File: src/rtl/csc_yuv444_to_422_if.sv
// Video bus for the 4:4:4 -> 4:2:2 chroma subsampler.
// The master side drives the 4:4:4 pixel stream and timing; the slave side
// (the subsampler) returns the 4:2:2 stream and delayed timing.
// Streaming contract: there is no backpressure. i_de high marks exactly one
// valid pixel per cycle, and o_de high marks exactly one valid output sample
// per cycle. The slave must accept every cycle and cannot stall.
interface csc_yuv444_to_422_if #(
  parameter int DATA_WIDTH = 8
);
  logic                  i_vs;
  logic                  i_hs;
  logic                  i_de;
  logic [DATA_WIDTH-1:0] i_y;
  logic [DATA_WIDTH-1:0] i_cb;
  logic [DATA_WIDTH-1:0] i_cr;
  logic                  o_vs;
  logic                  o_hs;
  logic                  o_de;
  logic [DATA_WIDTH-1:0] o_y;
  logic [DATA_WIDTH-1:0] o_c;
  logic                  o_c_sel;

  modport master (
    output i_vs, i_hs, i_de, i_y, i_cb, i_cr,
    input  o_vs, o_hs, o_de, o_y, o_c, o_c_sel
  );

  modport slave (
    input  i_vs, i_hs, i_de, i_y, i_cb, i_cr,
    output o_vs, o_hs, o_de, o_y, o_c, o_c_sel
  );
endinterface

File: src/rtl/csc_yuv444_to_422.sv
// YCbCr 4:4:4 -> 4:2:2 horizontal chroma subsampler.
// Pixels are paired within each de-high run. The even pixel carries Cb and
// the odd pixel carries Cr. Chroma is either a rounded pair average or the
// even pixel's value. A trailing unpaired pixel is flushed with its own Cb.
// Every sample leaves two cycles after it enters, aligned with the 2-deep
// vs/hs/de delay line.
module csc_yuv444_to_422 #(
  parameter int DATA_WIDTH = 8,
  parameter bit FILTER_EN  = 1'b1
) (
  input logic                 clk,
  input logic                 rstn,
  csc_yuv444_to_422_if.slave  bus
);

  // Rounded average of two signed samples. The sum is one bit wider, so it
  // cannot overflow. The result is floor((a + b + 1) / 2).
  function automatic logic [DATA_WIDTH-1:0] avg2(input logic [DATA_WIDTH-1:0] a,
                                                 input logic [DATA_WIDTH-1:0] b);
    logic [DATA_WIDTH:0] s;
    s = {a[DATA_WIDTH-1], a} + {b[DATA_WIDTH-1], b} + {{DATA_WIDTH{1'b0}}, 1'b1};
    return s[DATA_WIDTH:1];
  endfunction

  // Timing delay line
  logic vs1_q, vs1_d, hs1_q, hs1_d, de1_q, de1_d;
  logic vs2_q, vs2_d, hs2_q, hs2_d, de2_q, de2_d;

  // Pairing state: phase, S1 pending pixel, held odd-pixel Cr
  logic                  phase_q, phase_d;
  logic                  s1_valid_q, s1_valid_d;
  logic [DATA_WIDTH-1:0] s1_y_q, s1_y_d;
  logic [DATA_WIDTH-1:0] s1_cb_q, s1_cb_d;
  logic [DATA_WIDTH-1:0] s1_cr_q, s1_cr_d;
  logic                  cr_pend_q, cr_pend_d;
  logic [DATA_WIDTH-1:0] cr_hold_q, cr_hold_d;

  // Output data registers
  logic [DATA_WIDTH-1:0] out_y_q, out_y_d;
  logic [DATA_WIDTH-1:0] out_c_q, out_c_d;
  logic                  out_sel_q, out_sel_d;

  logic [DATA_WIDTH-1:0] cb_pair;
  logic [DATA_WIDTH-1:0] cr_pair;

  assign cb_pair = FILTER_EN ? avg2(s1_cb_q, bus.i_cb) : s1_cb_q;
  assign cr_pair = FILTER_EN ? avg2(s1_cr_q, bus.i_cr) : s1_cr_q;

  // Next-state logic: phase tracking, even capture, pair emission and flush
  always_comb begin
    vs1_d      = bus.i_vs;
    hs1_d      = bus.i_hs;
    de1_d      = bus.i_de;
    vs2_d      = vs1_q;
    hs2_d      = hs1_q;
    de2_d      = de1_q;
    phase_d    = phase_q;
    s1_valid_d = s1_valid_q;
    s1_y_d     = s1_y_q;
    s1_cb_d    = s1_cb_q;
    s1_cr_d    = s1_cr_q;
    cr_pend_d  = cr_pend_q;
    cr_hold_d  = cr_hold_q;
    out_y_d    = out_y_q;
    out_c_d    = out_c_q;
    out_sel_d  = out_sel_q;

    // The odd pixel of the previous pair goes out now. This never coincides
    // with a pair emission or a flush, because phase is even and S1 is not
    // pending in this cycle.
    if (cr_pend_q) begin
      out_y_d   = s1_y_q;
      out_c_d   = cr_hold_q;
      out_sel_d = 1'b1;
      cr_pend_d = 1'b0;
    end

    if (bus.i_de) begin
      if (!phase_q) begin
        s1_y_d     = bus.i_y;
        s1_cb_d    = bus.i_cb;
        s1_cr_d    = bus.i_cr;
        s1_valid_d = 1'b1;
        phase_d    = 1'b1;
      end else begin
        out_y_d    = s1_y_q;
        out_c_d    = cb_pair;
        out_sel_d  = 1'b0;
        s1_y_d     = bus.i_y;
        cr_hold_d  = cr_pair;
        s1_valid_d = 1'b0;
        cr_pend_d  = 1'b1;
        phase_d    = 1'b0;
      end
    end else begin
      phase_d = 1'b0;
      // Odd-length run: emit the orphan even pixel with its own Cb
      if (s1_valid_q) begin
        out_y_d    = s1_y_q;
        out_c_d    = s1_cb_q;
        out_sel_d  = 1'b0;
        s1_valid_d = 1'b0;
      end
    end
  end

  // State registers with synchronous active-low clear
  always_ff @(posedge clk) begin
    if (!rstn) begin
      vs1_q      <= 1'b0;
      hs1_q      <= 1'b0;
      de1_q      <= 1'b0;
      vs2_q      <= 1'b0;
      hs2_q      <= 1'b0;
      de2_q      <= 1'b0;
      phase_q    <= 1'b0;
      s1_valid_q <= 1'b0;
      s1_y_q     <= '0;
      s1_cb_q    <= '0;
      s1_cr_q    <= '0;
      cr_pend_q  <= 1'b0;
      cr_hold_q  <= '0;
      out_y_q    <= '0;
      out_c_q    <= '0;
      out_sel_q  <= 1'b0;
    end else begin
      vs1_q      <= vs1_d;
      hs1_q      <= hs1_d;
      de1_q      <= de1_d;
      vs2_q      <= vs2_d;
      hs2_q      <= hs2_d;
      de2_q      <= de2_d;
      phase_q    <= phase_d;
      s1_valid_q <= s1_valid_d;
      s1_y_q     <= s1_y_d;
      s1_cb_q    <= s1_cb_d;
      s1_cr_q    <= s1_cr_d;
      cr_pend_q  <= cr_pend_d;
      cr_hold_q  <= cr_hold_d;
      out_y_q    <= out_y_d;
      out_c_q    <= out_c_d;
      out_sel_q  <= out_sel_d;
    end
  end

  assign bus.o_vs    = vs2_q;
  assign bus.o_hs    = hs2_q;
  assign bus.o_de    = de2_q;
  assign bus.o_y     = out_y_q;
  assign bus.o_c     = out_c_q;
  assign bus.o_c_sel = out_sel_q;

endmodule

File: src/flat_wrapper.sv
// flat-port wrapper written by rule: the top's interface ports become plain ports
module csc_yuv444_to_422_flat 
#(
  parameter int DATA_WIDTH = 8,
  parameter bit FILTER_EN  = 1'b1
)
  (clk, rstn, bus_i_vs, bus_i_hs, bus_i_de, bus_i_y, bus_i_cb, bus_i_cr, bus_o_vs, bus_o_hs, bus_o_de, bus_o_y, bus_o_c, bus_o_c_sel);
  csc_yuv444_to_422_if #(.DATA_WIDTH(DATA_WIDTH)) bus_i ();
  input logic clk;
  input logic rstn;
  input wire logic [$bits(bus_i.i_vs)-1:0] bus_i_vs;
  input wire logic [$bits(bus_i.i_hs)-1:0] bus_i_hs;
  input wire logic [$bits(bus_i.i_de)-1:0] bus_i_de;
  input wire logic [$bits(bus_i.i_y)-1:0] bus_i_y;
  input wire logic [$bits(bus_i.i_cb)-1:0] bus_i_cb;
  input wire logic [$bits(bus_i.i_cr)-1:0] bus_i_cr;
  output wire logic [$bits(bus_i.o_vs)-1:0] bus_o_vs;
  output wire logic [$bits(bus_i.o_hs)-1:0] bus_o_hs;
  output wire logic [$bits(bus_i.o_de)-1:0] bus_o_de;
  output wire logic [$bits(bus_i.o_y)-1:0] bus_o_y;
  output wire logic [$bits(bus_i.o_c)-1:0] bus_o_c;
  output wire logic [$bits(bus_i.o_c_sel)-1:0] bus_o_c_sel;
  assign bus_i.i_vs = bus_i_vs;
  assign bus_i.i_hs = bus_i_hs;
  assign bus_i.i_de = bus_i_de;
  assign bus_i.i_y = bus_i_y;
  assign bus_i.i_cb = bus_i_cb;
  assign bus_i.i_cr = bus_i_cr;
  assign bus_o_vs = bus_i.o_vs;
  assign bus_o_hs = bus_i.o_hs;
  assign bus_o_de = bus_i.o_de;
  assign bus_o_y = bus_i.o_y;
  assign bus_o_c = bus_i.o_c;
  assign bus_o_c_sel = bus_i.o_c_sel;
  csc_yuv444_to_422 #(.DATA_WIDTH(DATA_WIDTH), .FILTER_EN(FILTER_EN)) u_core (.clk(clk), .rstn(rstn), .bus(bus_i));
endmodule
File: config.mk
export PLATFORM = sky130hd
export DESIGN_NAME = csc_yuv444_to_422_flat
export DESIGN_NICKNAME = d
export VERILOG_FILES = /design/src/rtl/csc_yuv444_to_422_if.sv /design/src/rtl/csc_yuv444_to_422.sv /design/src/flat_wrapper.sv
export SDC_FILE = /design/constraint.sdc
export NUM_CORES = 1
export LEC_CHECK = 0
export ABC_AREA = 1
export BUFFER_PORTS_ARGS = -buffer_cell sky130_fd_sc_hd__buf_4
export CORE_MARGIN = 2
export CORE_UTILIZATION = 50
export DETAILED_ROUTE_END_ITERATION = 7
export PLACE_DENSITY = 0.73
export SLEW_MARGIN = 5
export SYNTH_ARGS = -nofsm -noshare
export SYNTH_HDL_FRONTEND = slang
export SYNTH_SLANG_ARGS = --single-unit
File: constraint.sdc
create_clock -name clk -period 2.5 [get_ports clk]
set_clock_uncertainty 0.15 [all_clocks]
set_input_delay 0.5 -clock clk [delete_from_list [all_inputs] [get_ports clk]]
set_output_delay 0.5 -clock clk [all_outputs]
set_load 0.005 [all_outputs]
==> impl_metrics.xml, run 1 <==
<?xml version="1.0" encoding="UTF-8"?>
<metrics>
  <group name="finish">
    <metric name="final_net_count" unit="">462</metric>
    <metric name="antenna-diode-count" unit="">0</metric>
    <metric name="filler_cell_count" unit="">469</metric>
    <metric name="drive_gt1_frac" unit="">0.194</metric>
    <metric name="area_delta_synth_final" unit="%">23.7</metric>
  </group>
  <group name="outcome">
    <metric name="outcome" unit="">finished, final reports clean</metric>
  </group>
  <group name="min_path">
    <metric name="hp-start" unit="">bus_i_vs</metric>
    <metric name="worstHoldPathCells" unit="">3</metric>
    <metric name="hold_path_class" unit="">input port to flip-flop</metric>
    <metric name="worstHoldEndpoint" unit="">u_core.vs1_q</metric>
  </group>
  <group name="run">
    <metric name="max_cap_viol_count" unit="">0</metric>
  </group>
  <group name="timing">
    <metric name="fin_worst_hold_slack" unit="ns">0.195</metric>
    <metric name="final_worst_path_period_share" unit="">0.662</metric>
    <metric name="fin_tns_setup" unit="ns">0</metric>
    <metric name="finalHoldViolCount" unit="">0</metric>
    <metric name="achievable-frequency" unit="MHz">604</metric>
    <metric name="tightestPinTransition" unit="ns">0.440</metric>
    <metric name="setup_repair_after_global_routing_missed_its_margin" unit="">no</metric>
    <metric name="finalSetupViolations" unit="">0</metric>
    <metric name="max_slew_vio_count" unit="">0</metric>
    <metric name="slew-limit-headroom" unit="">0.706</metric>
    <metric name="final_period_minus_worst_setup_slack" unit="ns">1.66</metric>
  </group>
  <group name="floorplan">
    <metric name="std_cell_rows" unit="">26</metric>
    <metric name="design.die.area" unit="mm2">0.00609</metric>
    <metric name="floorplan.die.height" unit="um">78.0</metric>
    <metric name="floorplan.initialDensity" unit="">0.526</metric>
    <metric name="core_area" unit="mm2">0.00520</metric>
    <metric name="die_w" unit="um">78.0</metric>
    <metric name="pin_count" unit="">49</metric>
  </group>
  <group name="worst_setup_path">
    <metric name="worst_case_reg_to_reg_path_depth" unit="">7</metric>
    <metric name="regToRegStartpoint" unit="">u_core.s1_cr_q[1]</metric>
    <metric name="critPathArrivalTime" unit="ns">1.73</metric>
    <metric name="crit_path_end_kind" unit="">flip-flop</metric>
    <metric name="cp_required" unit="ns">2.57</metric>
    <metric name="reg_to_reg_slack_setup" unit="ns">0.84</metric>
    <metric name="reg2reg_to" unit="">u_core.cr_hold_q[3]</metric>
    <metric name="critical_path_class" unit="">flip-flop to flip-flop</metric>
    <metric name="worstPathMaxFanout" unit="">3</metric>
    <metric name="cp-start-kind" unit="">flip-flop</metric>
  </group>
  <group name="detailed_routing">
    <metric name="drtAntennaViolNets" unit="">0</metric>
    <metric name="drt-initial-drc-count" unit="">154</metric>
    <metric name="vias" unit="">2443</metric>
    <metric name="post-route-drc-count" unit="">0</metric>
    <metric name="wire_length_per_cell" unit="um">12.3</metric>
    <metric name="drt_pre_antenna_iters" unit="">4</metric>
    <metric name="detail_route.wirelength" unit="um">6070</metric>
    <metric name="vias_per_cell" unit="">4.97</metric>
  </group>
  <group name="yosys">
    <metric name="netlist_instances" unit="">367</metric>
    <metric name="synth.lib_cells_used.distinct" unit="">35</metric>
    <metric name="yosys_register_bits" unit="">57</metric>
    <metric name="number_of_enable_type_register_cells_in_the_synthesized_netlist" unit="">0</metric>
    <metric name="synth-async-reset-ratio" unit="">0</metric>
    <metric name="syn-mean-instance-area" unit="um2">7.47</metric>
    <metric name="synthFlopType" unit="">dfxtp_1</metric>
    <metric name="syn_nets" unit="">412</metric>
    <metric name="yosys_warnings" unit="">0</metric>
    <metric name="summed_instance_area_of_the_synthesized_netlist" unit="mm2">0.00274</metric>
    <metric name="ys_seq_area_frac" unit="">0.416</metric>
  </group>
  <group name="global_routing">
    <metric name="globalRouteTotalUtil" unit="">0.219</metric>
    <metric name="globalRoute.totalOverflow" unit="">0</metric>
    <metric name="number_of_global_route_vias_before_repair" unit="">2410</metric>
    <metric name="largest_net_degree_at_the_start_of_global_routing" unit="">27</metric>
    <metric name="wire_length_of_the_first_global_routing_pass" unit="um">10500</metric>
    <metric name="antenna_found_initial" unit="">0</metric>
  </group>
  <group name="power">
    <metric name="p_per_area" unit="mW/mm2">741</metric>
    <metric name="ir_worst_vdd" unit="V">0.000341</metric>
    <metric name="leakagePower" unit="nW">1.67</metric>
    <metric name="total_power" unit="mW">2.51</metric>
  </group>
  <group name="clock_network">
    <metric name="hold_buffers" unit="">0</metric>
    <metric name="clk_lat_worst_skew" unit="ns">0.33</metric>
    <metric name="clock_sinks" unit="">57</metric>
    <metric name="tritoncts" unit="">yes</metric>
    <metric name="clock_tree.htree_level_count" unit="">3</metric>
    <metric name="cts.reportedPaths.clkPinSlew" unit="ns">0.06</metric>
    <metric name="cts_root_buffer" unit="">clkbuf_8</metric>
    <metric name="cts-resized-gates" unit="">0</metric>
    <metric name="cts_setup_buffers" unit="">0</metric>
    <metric name="ctsLongestPathBuffers" unit="">2</metric>
    <metric name="numCtsBuffers" unit="">9</metric>
  </group>
  <group name="placed_design">
    <metric name="io_buffers" unit="">48</metric>
    <metric name="last_weighted_congestion_value_of_the_routability_driven_placer" unit="">0.878</metric>
    <metric name="hpwlAfterDp" unit="um">4370</metric>
  </group>
</metrics>
## layer usage
metal / part of all wire / track usage / wire [um] / vias to the layer above
li1: - / - / - / 1292
met4: 0.015 / 0.121 / 89 / 0
met1: 0.45 / 0.253 / 2750 / 1096
met5: 0 / 0 / 0 / -
met2: 0.48 / 0.378 / 2920 / 48
met3: 0.052 / 0.0448 / 315 / 7
## state kept, by name (all words and copies together) (netlist names)
name / count
u_core.vs1_q: 1
u_core.bus.o_c: 8
u_core.phase_q: 1
u_core.s1_y_q: 8
u_core.s1_cb_q: 8
u_core.hs1_q: 1
u_core.s1_cr_q: 8
u_core.bus.o_vs: 1
u_core.bus.o_hs: 1
u_core.bus.o_y: 8
u_core.bus.o_c_sel: 1
u_core.de1_q: 1
u_core.cr_pend_q: 1
u_core.cr_hold_q: 8
u_core.bus.o_de: 1
## cells by family (layout without fill, tap and decap cells)
logic type      count (synthesis)  count (layout)  synth area share
buf+inv                        52             107            0.0826
simple gates                  158             158             0.245
flops                          57              57             0.416
compound gates                 80              80             0.165
xor+xnor                        4               4            0.0128
fa+ha+maj                      16              16            0.0785
## through the flow
step / util / std cells / worst slack, ns / cell area (um2)
2_1_floorplan: - / 367 / 0.755 / 2740
3_3_place_gp: 0.601 / 476 / 0.606 / 3130
3_5_place_dp: 0.601 / 476 / 0.580 / 3130
4_1_cts: 0.651 / 492 / 0.826 / 3390
5_1_grt: 0.651 / 492 / 0.688 / 3390
6_report: 0.651 / 492 / 0.844 / 3390
## power breakdown
| part | switching [mW] | internal [mW] |
|---|---|---|
| clock | 0.364 | 0.764 |
| combinational | 0.213 | 0.166 |
| sequential | 0.0360 | 0.971 |
| total | 0.613 | 1.90 |
## cell usage after synthesis, types with 3 or more instances
cell type | instances | area share
o211ai_1 | 5 | 0.014
nand2_1 | 47 | 0.064
a21oi_1 | 19 | 0.035
nor2_1 | 84 | 0.12
buf_2 | 4 | 0.0073
buf_4 | 3 | 0.0082
inv_1 | 35 | 0.048
inv_2 | 6 | 0.0082
dfxtp_1 | 57 | 0.42
nand3_1 | 13 | 0.024
nor3_1 | 3 | 0.0055
xor2_1 | 4 | 0.013
o21ai_2 | 3 | 0.0096
ha_1 | 14 | 0.064
o21ai_0 | 43 | 0.079
## worst max path at each step
stage	end	depth (start not counted)	start	slack, ns
6_report	u_core.cr_hold_q[3]	7	u_core.s1_cr_q[1]	0.84
5_1_grt	u_core.cr_hold_q[7]	8	u_core.s1_cr_q[1]	0.69
4_1_cts	u_core.cr_hold_q[3]	7	u_core.s1_cr_q[1]	0.83
3_5_place_dp	u_core.bus.o_c[0]	5	bus_i_cb[0]	0.58
3_3_place_gp	u_core.cr_hold_q[4]	9	bus_i_cr[2]	0.61
2_1_floorplan	u_core.cr_hold_q[7]	8	bus_i_cr[1]	0.75
## critical path, stage by stage, from the launching register on
cell and delay (ns):
dfxtp_1 0.35, inv_1 0.07, fa_1 0.44, o21ai_2 0.19, or2_1 0.13, nand3_1 0.07
o211ai_1 0.09, inv_1 0.05
## cell type report
cell class	instances	area, um2	share of cell area
clock buffers	11	131	0.0388
clock inverters	5	128	0.0377
inverters	41	154	0.0454
multi-input cells	258	1370	0.405
flip-flops and latches	57	1140	0.337
well taps	70	87.6	0.0258
repair buffers	50	375	0.111
## layout by cell type (no fill, tap or decap)
master / n
a21o_1: 1
a21oi_1: 19
a21oi_2: 1
a31oi_1: 2
buf_4: 50
bufinv_16: 4
clkbuf_1: 2
clkbuf_8: 9
clkinvlp_4: 1
dfxtp_1: 57
fa_1: 2
ha_1: 14
inv_1: 35
inv_2: 6
nand2_1: 47
nand2_2: 1
nand3_1: 13
nand3_2: 1
nand3b_1: 2
nor2_1: 84
nor2_2: 1
nor2_4: 2
nor2_8: 1
nor3_1: 3
o211ai_1: 5
o21a_1: 1
o21ai_0: 43
o21ai_1: 2
o21ai_2: 3
o221ai_1: 1
o22ai_1: 1
o32ai_2: 1
or2_0: 1
or2_1: 1
or2_2: 1
xor2_1: 4
(Power assumes the default switching activity.)
==> run 2, diff against run 1 <==
ABC_AREA = 0   (was 1)
PLACE_DENSITY = 0.72   (was 0.73)
clock period = 1.6 ns   (was 2.5 ns; I/O delays follow)
==> run 2 against run 1 <==
The flow now finishes with violations (setup timing). Critical path depth is 1 lower. Final cell count is 0.61% higher. Routed wire length grew 14%. Cell area grew 23%. Sequential share of layout area decreased by 6.0 points. Critical endpoint is now u_core.cr_hold_q[4].
==> impl_metrics.xml, run 2 <==
<?xml version="1.0" encoding="UTF-8"?>
<metrics>
  <group name="global_routing">
    <metric name="globalRouteTotalUtil" unit="">0.232</metric>
    <metric name="number_of_global_route_vias_before_repair" unit="">2521</metric>
    <metric name="globalRoute.totalOverflow" unit="">0</metric>
    <metric name="wire_length_of_the_first_global_routing_pass" unit="um">11300</metric>
    <metric name="antenna_found_initial" unit="">0</metric>
    <metric name="largest_net_degree_at_the_start_of_global_routing" unit="">34</metric>
  </group>
  <group name="yosys">
    <metric name="synthTopCellsByCount" unit="">dfxtp_1 (57), nand2_1 (50), a21boi_0 (27)</metric>
    <metric name="post-synth-top-count-cell" unit="">dfxtp_1</metric>
    <metric name="synthFlopType" unit="">dfxtp_1</metric>
    <metric name="netlist_instances" unit="">328</metric>
    <metric name="synth.lib_cells_used.distinct" unit="">45</metric>
    <metric name="summed_instance_area_of_the_synthesized_netlist" unit="mm2">0.00287</metric>
    <metric name="yosys.area.top_type" unit="">dfxtp_1</metric>
    <metric name="synth-async-reset-ratio" unit="">0</metric>
    <metric name="ys_seq_area_frac" unit="">0.398</metric>
    <metric name="synthDominantCellAreaShare" unit="">0.398</metric>
    <metric name="yosys_register_bits" unit="">57</metric>
    <metric name="number_of_enable_type_register_cells_in_the_synthesized_netlist" unit="">0</metric>
    <metric name="syn_nets" unit="">373</metric>
    <metric name="ranking_of_synthesized_cells_by_area" unit="">dfxtp_1 (40%), a21boi_0 (7.1%), nand2_1 (6.5%)</metric>
    <metric name="syn-mean-instance-area" unit="um2">8.75</metric>
    <metric name="yosys_warnings" unit="">0</metric>
  </group>
  <group name="clock_network">
    <metric name="tritoncts" unit="">yes</metric>
    <metric name="numCtsBuffers" unit="">9</metric>
    <metric name="clock_sinks" unit="">57</metric>
    <metric name="cts_root_buffer" unit="">clkbuf_8</metric>
    <metric name="cts.reportedPaths.clkPinSlew" unit="ns">0.07</metric>
    <metric name="clk_lat_worst_skew" unit="ns">0.34</metric>
    <metric name="ctsLongestPathBuffers" unit="">2</metric>
    <metric name="clock_tree.htree_level_count" unit="">3</metric>
  </group>
  <group name="timing">
    <metric name="finalSetupViolations" unit="">10</metric>
    <metric name="achievable-frequency" unit="MHz">573</metric>
    <metric name="slew-limit-headroom" unit="">0.774</metric>
    <metric name="max_slew_vio_count" unit="">0</metric>
    <metric name="tightestPinTransition" unit="ns">0.334</metric>
    <metric name="final_period_minus_worst_setup_slack" unit="ns">1.74</metric>
    <metric name="finalHoldViolCount" unit="">0</metric>
    <metric name="setup_repair_after_global_routing_missed_its_margin" unit="">yes</metric>
    <metric name="final_worst_path_period_share" unit="">1.09</metric>
    <metric name="final_critical_path_setup_slack" unit="ns">-0.144</metric>
    <metric name="fin_worst_hold_slack" unit="ns">0.0446</metric>
    <metric name="fin_tns_setup" unit="ns">-0.709</metric>
  </group>
  <group name="run">
    <metric name="max_cap_viol_count" unit="">0</metric>
  </group>
  <group name="worst_setup_path">
    <metric name="cp_required" unit="ns">1.73</metric>
    <metric name="reg_to_reg_slack_setup" unit="ns">-0.14</metric>
    <metric name="critPathArrivalTime" unit="ns">1.87</metric>
    <metric name="worst_case_reg_to_reg_path_depth" unit="">6</metric>
    <metric name="cp-start-kind" unit="">flip-flop</metric>
    <metric name="crit_path_end_kind" unit="">flip-flop</metric>
    <metric name="critical_path_class" unit="">flip-flop to flip-flop</metric>
    <metric name="cpMaxStageDelayCell" unit="">or4b_1</metric>
    <metric name="worstPathMaxFanout" unit="">4</metric>
    <metric name="critical_path_buf_inv_count" unit="">0</metric>
    <metric name="largest_stage_delay_on_the_critical_path" unit="ns">0.48</metric>
    <metric name="path_depth" unit="">6</metric>
    <metric name="critical-path-top-delay-family" unit="">simple AND/OR/NAND/NOR gates</metric>
    <metric name="crit_chain" unit="">ha_4 -&gt; nand2_4 -&gt; o21ai_4 -&gt; a31oi_2 -&gt; or4b_1 -&gt; nand3_1</metric>
  </group>
  <group name="power">
    <metric name="clkPwrFrac" unit="">0.421</metric>
    <metric name="power.switching" unit="mW">0.980</metric>
    <metric name="comb_power_share" unit="">0.190</metric>
    <metric name="p_per_area" unit="mW/mm2">950</metric>
    <metric name="ir_worst_vdd" unit="V">0.000499</metric>
    <metric name="swShare" unit="">0.247</metric>
    <metric name="leakagePower" unit="nW">1.79</metric>
    <metric name="seq_power_share" unit="">0.388</metric>
    <metric name="total_power" unit="mW">3.97</metric>
    <metric name="cellInternalPower" unit="mW">2.99</metric>
  </group>
  <group name="detailed_routing">
    <metric name="vias" unit="">2603</metric>
    <metric name="post-route-drc-count" unit="">0</metric>
    <metric name="wire_length_per_cell" unit="um">14.0</metric>
    <metric name="drtAntennaViolNets" unit="">0</metric>
    <metric name="drt-initial-drc-count" unit="">165</metric>
    <metric name="vias_per_cell" unit="">5.26</metric>
    <metric name="detail_route.wirelength" unit="um">6910</metric>
    <metric name="drt_pre_antenna_iters" unit="">4</metric>
  </group>
  <group name="floorplan">
    <metric name="floorplan.die.height" unit="um">79.8</metric>
    <metric name="die_w" unit="um">79.8</metric>
    <metric name="std_cell_rows" unit="">27</metric>
    <metric name="design.die.area" unit="mm2">0.00636</metric>
    <metric name="core_area" unit="mm2">0.00554</metric>
    <metric name="pin_count" unit="">49</metric>
    <metric name="floorplan.initialDensity" unit="">0.518</metric>
  </group>
  <group name="finish">
    <metric name="utilization" unit="">0.754</metric>
    <metric name="final_net_count" unit="">463</metric>
    <metric name="mostFrequentLayoutCells" unit="">buf_4 (98), nand2_1 (48), dfxtp_1 (47), a21boi_0 (25), o21ai_0 (19)</metric>
    <metric name="area_delta_synth_final" unit="%">45.7</metric>
    <metric name="mostFrequentLayoutCell" unit="">buf_4</metric>
    <metric name="drive_gt1_frac" unit="">0.400</metric>
    <metric name="antenna-diode-count" unit="">0</metric>
  </group>
  <group name="min_path">
    <metric name="worstHoldPathCells" unit="">2</metric>
    <metric name="hold_path_class" unit="">input port to flip-flop</metric>
  </group>
  <group name="placed_design">
    <metric name="hpwlAfterDp" unit="um">4820</metric>
    <metric name="place_ws" unit="ns">-0.330</metric>
    <metric name="io_buffers" unit="">48</metric>
    <metric name="last_weighted_congestion_value_of_the_routability_driven_placer" unit="">0.788</metric>
  </group>
  <group name="outcome">
    <metric name="outcome" unit="">finished, violations left</metric>
    <metric name="violations" unit="">setup timing</metric>
  </group>
</metrics>
==> run 2: changes by cell type after synthesis, moves of 6 or more <==
| cell | before | now |
|---|---|---|
| a21boi_0 | 0 | 27 |
| a21oi_1 | 19 | 9 |
| and2_1 | 0 | 10 |
| clkbuf_1 | 2 | 13 |
| inv_1 | 35 | 8 |
| inv_2 | 6 | 0 |
| mux2i_1 | 0 | 13 |
| nand2b_1 | 0 | 7 |
| nand3_1 | 13 | 6 |
| nor2_1 | 84 | 9 |
| nor2b_1 | 0 | 12 |
| o21ai_0 | 43 | 24 |
==> run 2: path summary, 6_finish.rpt <==
check	start	to
max reg2reg	u_core.s1_cr_q[2]	u_core.cr_hold_q[4]
min reg2reg	u_core.de1_q	u_core.bus.o_de
max	u_core.s1_cr_q[2]	u_core.cr_hold_q[4]
min	bus_i_hs	u_core.hs1_q
==> run 2: per-stage QoR <==
step                      std cells  instance area [um2]
after global placement          472                 3710
after floorplan                 328                 3020
after global routing            495                 4180
after CTS                       490                 4090
final                           495                 4180
after detailed placement        472                 3710
==> run 2: repair_timing <==
action,4_1_cts,5_1_grt
hold buffers,0,0
setup buffers,2,5
setup endpoints to repair,12,14
endpoints found under the hold margin,0,0
resized for setup,27,14
cloned,0,0
pin swaps,17,14
==> run 2: kinds of logic (layout without fill, tap and decap cells) <==
group | after synthesis | count (layout) | share of synthesized area
flip-flops | 57 | 57 | 0.398
buffers and inverters | 31 | 126 | 0.0445
XOR/XNOR | 2 | 2 | 0.00611
AND/OR/NAND/NOR | 118 | 118 | 0.214
adder cells (fa/ha/maj) | 16 | 16 | 0.0750
AO/OA/AOI/OAI | 86 | 86 | 0.198
multiplexers | 18 | 18 | 0.0650
==> run 2: routing by layer <==
layer  vias up  part of all wire  GRT usage
li1       1326                 -          -
met1      1214              0.46      0.290
met2        53              0.48      0.384
met3        10             0.042     0.0441
met4         0             0.016      0.114
met5         -                 0          0
==> run 2: area by class of cell <==
type	instances	area (um2)
multi-input cells	240	1880
inverters	8	30.0
clock inverters	5	103
flip-flops and latches	57	1160
clock buffers	11	141
repair buffers	102	781
well taps	72	90.1
fillers	429	1360
==> run 2: power groups by stage <==
| stage | combinational, mW | clock [mW] | sequential, mW |
|---|---|---|---|
| after global placement | 0.634 | 0 | 1.57 |
| after detailed placement | 0.650 | 0 | 1.57 |
| after global routing | 0.828 | 1.76 | 1.55 |
| after floorplan | 0.377 | 0 | 1.56 |
| after CTS | 0.711 | 1.70 | 1.54 |
| final | 0.755 | 1.67 | 1.54 |
==> run 2: worst register-to-register path, cell delays in order (launching register included) <==
cell	delay (ns)
dfxtp_2	0.34
ha_4	0.30
nand2_4	0.05
o21ai_4	0.16
a31oi_2	0.12
or4b_1	0.48
nand3_1	0.09
